**config.mk**
```make
export PLATFORM = sky130hd
export DESIGN_NAME = irb_scanout
export DESIGN_NICKNAME = d
export VERILOG_FILES = /design/src/rtl/irb_scanout.sv
export SDC_FILE = /design/constraint.sdc
export NUM_CORES = 1
export LEC_CHECK = 0
export CAP_MARGIN = 10
export CORE_MARGIN = 1.5
export CORE_UTILIZATION = 40
export DETAILED_ROUTE_END_ITERATION = 8
export GPL_TIMING_DRIVEN = 1
export PLACE_DENSITY = 0.65
export RECOVER_POWER = 25
export SYNTH_ARGS = -nofsm -noshare
export SYNTH_HDL_FRONTEND = slang
export SYNTH_SLANG_ARGS = --single-unit
```
**constraint.sdc**
```tcl
create_clock -name clk -period 3.77 [get_ports clk]
set_clock_uncertainty 0.15 [all_clocks]
set_input_delay 0.754 -clock clk [delete_from_list [all_inputs] [get_ports clk]]
set_output_delay 0.754 -clock clk [all_outputs]
set_load 0.05 [all_outputs]
```
**src/rtl/irb_scanout.sv**
```systemverilog
// irb_scanout: captures the 8x8 IRB write stream into a local frame store and, on a rising
// edge of done, streams the frame out in raster order. Optional macro: IRB_SCAN_MIRROR_EN.
module irb_scanout #(
    parameter int AW       = 6,
    parameter int DW       = 8,
    parameter int LAST_IDX = 63
) (
    input  logic          clk,
    input  logic          reset,
    input  logic          IRB_RW,
    input  logic [AW-1:0] IRB_A,
    input  logic [DW-1:0] IRB_D,
    input  logic          done,
`ifdef IRB_SCAN_MIRROR_EN
    input  logic          mirror,
`endif
    input  logic          scan_ready,
    output logic          pix_valid,
    output logic [DW-1:0] pix_data,
    output logic [2:0]    pix_x,
    output logic [2:0]    pix_y,
    output logic          frame_start,
    output logic          frame_end,
    output logic [15:0]   checksum,
    output logic          wr_err,
    output logic          scan_busy,
    output logic [1:0]    o_dbg_state
);

    // Handshake: a pixel transfers on a posedge where pix_valid && scan_ready; while
    // pix_valid is high, pix_data/pix_x/pix_y stay stable; scan_ready is ignored otherwise.

    localparam int DEPTH = 1 << AW;

    typedef enum logic [1:0] {
        IDLE   = 2'd0,
        FETCH  = 2'd1,
        SHOW   = 2'd2,
        FINISH = 2'd3
    } state_t;

    state_t          r_state;
    state_t          w_next;

    logic [DW-1:0]   r_mem [DEPTH];
    logic [AW-1:0]   r_idx;
    logic [15:0]     r_acc;
    logic            r_done_q;
    logic            r_pix_valid;
    logic [DW-1:0]   r_pix_data;
    logic [2:0]      r_pix_x;
    logic [2:0]      r_pix_y;
    logic            r_frame_start;
    logic            r_frame_end;
    logic [15:0]     r_checksum;
    logic            r_wr_err;
    logic            r_scan_busy;
    logic            r_mirror;

    logic            w_start;
    logic            w_write;
    logic            w_accept;
    logic            w_last;
    logic [AW-1:0]   w_rd_addr;
    logic [DW-1:0]   w_rd_data;

    assign w_start  = done & ~r_done_q;
    assign w_write  = ~IRB_RW;
    assign w_accept = r_pix_valid & scan_ready;
    assign w_last   = (r_idx == AW'(LAST_IDX));

`ifdef IRB_SCAN_MIRROR_EN
    assign w_rd_addr = r_mirror ? {r_idx[AW-1:3], ~r_idx[2:0]} : r_idx;
`else
    assign r_mirror  = 1'b0;
    assign w_rd_addr = r_idx;
`endif
    assign w_rd_data = r_mem[w_rd_addr];

    always_ff @(posedge clk or negedge reset) begin
        if (!reset) begin
            r_state <= IDLE;
        end else begin
            r_state <= w_next;
        end
    end

    always_comb begin
        w_next = r_state;
        case (r_state)
            IDLE:    if (w_start) w_next = FETCH;
            FETCH:   w_next = SHOW;
            SHOW:    if (w_accept) w_next = w_last ? FINISH : FETCH;
            FINISH:  w_next = IDLE;
            default: w_next = IDLE;
        endcase
    end

    always_ff @(posedge clk or negedge reset) begin
        if (!reset) begin
            for (int i = 0; i < DEPTH; i++) r_mem[i] <= '0;
            r_idx         <= '0;
            r_acc         <= '0;
            r_done_q      <= 1'b0;
            r_pix_valid   <= 1'b0;
            r_pix_data    <= '0;
            r_pix_x       <= '0;
            r_pix_y       <= '0;
            r_frame_start <= 1'b0;
            r_frame_end   <= 1'b0;
            r_checksum    <= '0;
            r_wr_err      <= 1'b0;
            r_scan_busy   <= 1'b0;
        end else begin
            r_done_q      <= done;
            r_frame_start <= 1'b0;
            r_frame_end   <= 1'b0;
            // Writes outside IDLE would tear the frame being streamed, so they are dropped and flagged.
            if (w_write && r_state != IDLE) r_wr_err <= 1'b1;
            case (r_state)
                IDLE: begin
                    if (w_write) r_mem[IRB_A] <= IRB_D;
                    if (w_start) begin
                        r_idx       <= '0;
                        r_acc       <= '0;
                        r_scan_busy <= 1'b1;
                        r_wr_err    <= 1'b0;
                    end
                end
                FETCH: begin
                    r_pix_data    <= w_rd_data;
                    r_pix_x       <= r_idx[2:0];
                    r_pix_y       <= r_idx[5:3];
                    r_pix_valid   <= 1'b1;
                    r_acc         <= r_acc + 16'(w_rd_data);
                    r_frame_start <= (r_idx == '0);
                end
                SHOW: begin
                    if (w_accept) begin
                        r_pix_valid <= 1'b0;
                        if (!w_last) r_idx <= r_idx + AW'(1);
                    end
                end
                FINISH: begin
                    r_frame_end <= 1'b1;
                    r_checksum  <= r_acc;
                    r_scan_busy <= 1'b0;
                end
                default: ;
            endcase
        end
    end

`ifdef IRB_SCAN_MIRROR_EN
    always_ff @(posedge clk or negedge reset) begin
        if (!reset) begin
            r_mirror <= 1'b0;
        end else if (r_state == IDLE && w_start) begin
            r_mirror <= mirror;
        end
    end
`endif

    assign pix_valid   = r_pix_valid;
    assign pix_data    = r_pix_data;
    assign pix_x       = r_pix_x;
    assign pix_y       = r_pix_y;
    assign frame_start = r_frame_start;
    assign frame_end   = r_frame_end;
    assign checksum    = r_checksum;
    assign wr_err      = r_wr_err;
    assign scan_busy   = r_scan_busy;
    assign o_dbg_state = r_state;

endmodule
```
==> summary.md <==
| Metric | Value |
|---|---|
| Status | `finished, violations left` |
| Failing checks | `capacitance limit, slew limit, setup timing` |
| Share of cells above drive strength 1 | `49.07%` |
| CP endpoint kind | `flop` |
| R2r setup slk | `-0.11 ns` |
| Synth warn | `0` |
| Rel. slew slack | `-15.63%` |
| Die Y | `260.0 microns` |
| Reg2reg start | `r_idx[0]` |
| Slew @ Worst Pin | `1.734 ns` |
| Largest cells by area after synthesis | `dfrtp_1 54%, mux2_2 22%, mux4_2 7.2%` |
| Hpwl dp | `45,810 microns` |
| Worst endpoint required time | `4.16 ns` |
| Final Wtd Congestion | `0.8397` |
| Final-report hold violation count | `0` |
| RSZ-0062 raised after global routing | `yes` |
| Hold slack | `0.3327 ns` |
| Final setup viols | `4` |
| First-pass GRT wire length | `105,100 microns` |
| Avg Cell Area, Syn | `14.78 sq um` |
| Crit Path Class | `reg2reg` |
| Initial DRC count | `1,007` |
| Sequential cell area fraction in the yosys report | `54.18%` |
| Leading area contributor after synthesis | `dfrtp_1` |
| Worst-path clk slew | `0.06 ns` |
| Initial Util | `40.32%` |
| Net count, final | `1,986` |
| R2r endpoint | `r_acc[11]` |
| Die width | `260.0 microns` |
| Tmin final | `3.880 ns` |
| DRT antenna net count | `0` |
| WL final | `68,960 microns` |
| Setup WS pre-CTS | `-0.2453 ns` |
| R2r worst-path depth | `16` |
| Hold Crit Class | `reg2reg` |
| Vias per cell | `5.659` |
| CTS tree | `yes` |
| Yosys reg bits | `572` |
| Power per cell area | `617.6 nW/um^2` |
| Skew-Pair Late Insertion Delay | `0.63 ns` |
| Post-synth top flop | `dfrtp_1` |
| Synth async-reset ratio | `100.0%` |
| Yosys top cell area share | `54.18%` |
| IO Count | `56` |
| Netlist cell types | `68` |
| Vias | `16,210` |
| Core area | `65,510 sq um` |
| WL/cell | `24.08 microns` |
| Drt drc | `0` |
| Setup TNS | `-0.3944 ns` |
| Total GRT Usage | `20.51%` |
| Fin crit share | `102.9%` |
| Hold path start | `scan_busy` |
| Hold Path Sink | `scan_busy` |
| Grt ovf | `0` |
| CP Cell Sequence | `buf_6 -> buf_12 -> buf_12 -> buf_6 -> mux4_2 -> mux2i_2 -> a22o_1 -> a21oi_2 -> and3_4 -> ha_1 -> nand2_1 -> o21ai_1 -> a31oi_1 -> buf_4 -> or3_1 -> a21oi_2` |
| Clock Path Buffers | `3` |
| Vias in the first global route | `16,690` |
| Final Instance Count excl. Fillers | `2,864` |
| Post-Place Cells | `2,724` |
| Maxcap violations | `1` |
| CP top delay family | `compound AO/OA/AOI/OAI gates` |
| Post-synth net total | `1,817` |
| Initial antenna violation count | `3` |
| H-tree depth | `2` |
| Synth Cell Area | `26,420 sq um` |
| Pin count of the biggest net entering global routing | `95` |
| Worst Path Max Fanout | `11` |
| Final design utilization | `47.97%` |
| IO Port Bufs | `55` |
| # rows | `94` |
| Critical-path top delay cell | `dfrtp_4` |
| Post-synth EDFFs | `0` |
| Crit-path max cell delay | `0.52 ns` |
| Final Total Pwr | `19.41 mW` |
| WP data arrival | `4.26 ns` |
| CP Launch Type | `flop` |
| Worst IR Drop VDD | `0.3882 mV` |
| Synth Instances | `1,787` |
| PnR worst setup slack | `-0.1095 ns` |
| CP bufs+invs | `5` |
| Finished Cell Area | `31,430 sq um` |
| Total iterations of the first detailed-routing run | `7` |
| Static Leak | `14.56 nW` |
| CTS sink cnt | `572` |
| Die area | `67,590 sq um` |
| Dpl cell area | `28,680 sq um` |
| Root buf cell | `clkbuf_16` |
| Hold Path Depth | `1` |
| TritonCTS buffer count | `59` |
| Syn-to-layout area delta | `18.97%` |
| Max Freq | `257.8 MHz` |
| Final Slew Violations | `59` |
==> flip-flops by register name, indices dropped and copies added, names as in the netlist, 2 cells and up <==
signal       flops
checksum        16
o_dbg_state      2
pix_data         8
pix_x            3
pix_y            3
r_acc           16
r_idx            6
r_mem          512
==> cell usage in the layout, fill, tap and decap left out, types with 43 or more instances in the layout <==
master,instances
clkbuf_16,60
nand2_1,97
mux2i_1,54
mux2_2,524
nor2_1,43
clkdlybuf4s50_1,45
buf_4,141
mux4_2,87
dfrtp_1,569
==> cells in the mapped netlist, types with 4 or more instances <==
| cell | count |
|---|---|
| buf_4 | 8 |
| buf_1 | 12 |
| mux4_1 | 18 |
| nor3_1 | 14 |
| inv_1 | 5 |
| o22ai_1 | 7 |
| xnor2_1 | 6 |
| ha_1 | 10 |
| nor2_1 | 50 |
| buf_2 | 14 |
| dfrtp_1 | 572 |
| a22oi_1 | 9 |
| or3_1 | 4 |
| nand2_1 | 98 |
| mux2_2 | 524 |
| clkbuf_1 | 79 |
| o221ai_1 | 14 |
| a22o_1 | 14 |
| mux4_2 | 85 |
| nand2b_1 | 7 |
| a21oi_1 | 24 |
| o21ai_0 | 21 |
| a211o_1 | 7 |
| mux2_4 | 6 |
| and4b_1 | 4 |
| nor2b_1 | 8 |
| mux2_1 | 5 |
| xor2_1 | 6 |
| and3_1 | 5 |
| mux2i_1 | 66 |
| nand3_1 | 8 |
| buf_12 | 8 |
==> repair_timing <==
action	4_1_cts	5_1_grt
endpoints found under the hold margin	53	0
gates cloned	1	0
hold buffers	1	0
gates resized for setup	26	76
pin swaps	18	34
endpoints found under the setup margin	9	10
setup buffers	11	24
==> worst max path at each step <==
stage	start	to	slack, ns	cells after the start
6_report	r_idx[0]	r_acc[11]	-0.11	16
5_1_grt	r_idx[0]	r_acc[15]	-0.19	18
4_1_cts	r_idx[0]	r_acc[13]	-0.07	16
3_5_place_dp	r_idx[0]	r_acc[14]	-0.25	17
3_3_place_gp	r_idx[0]	r_acc[15]	-0.22	14
2_1_floorplan	r_idx[0]	r_acc[12]	0.20	17
==> layer usage <==
layer	share of wire, %	track usage (%)
met1	44	28.23
met2	47	32.69
met3	6.0	4.405
met4	2.8	5.798
met5	0.041	0
==> where the power goes <==
| part | internal (mW) | switching (mW) |
|---|---|---|
| combinational | 2.75 | 2.69 |
| sequential | 7.22 | 0.653 |
| clock | 3.68 | 2.43 |
==> area by class of cell <==
class / instances / area, sq um
clock inverters: 21 / 322.8
fillers: 5506 / 34080
flip-flops and latches: 572 / 14320
repair buffers: 232 / 2126
diodes: 1 / 2.502
clock buffers: 83 / 1708
well taps: 864 / 1081
multi-input cells: 1083 / 11840
inverters: 8 / 30.03
==> cells by family (layout without fill, tap and decap cells) <==
family / count (synthesis) / in the layout / synth area share, %
adders and majority gates: 11 / 11 / 0.5494
and+or+nand+nor: 229 / 229 / 4.253
muxes: 704 / 704 / 34.43
other: 0 / 1 / 0
DFF: 572 / 572 / 54.18
xor gates and xnor gates: 12 / 12 / 0.3979
buffers and inverters: 132 / 344 / 2.633
AOI/OAI and AO/OA: 127 / 127 / 3.552
No activity file was read; power rests on OpenSTA's default activity.
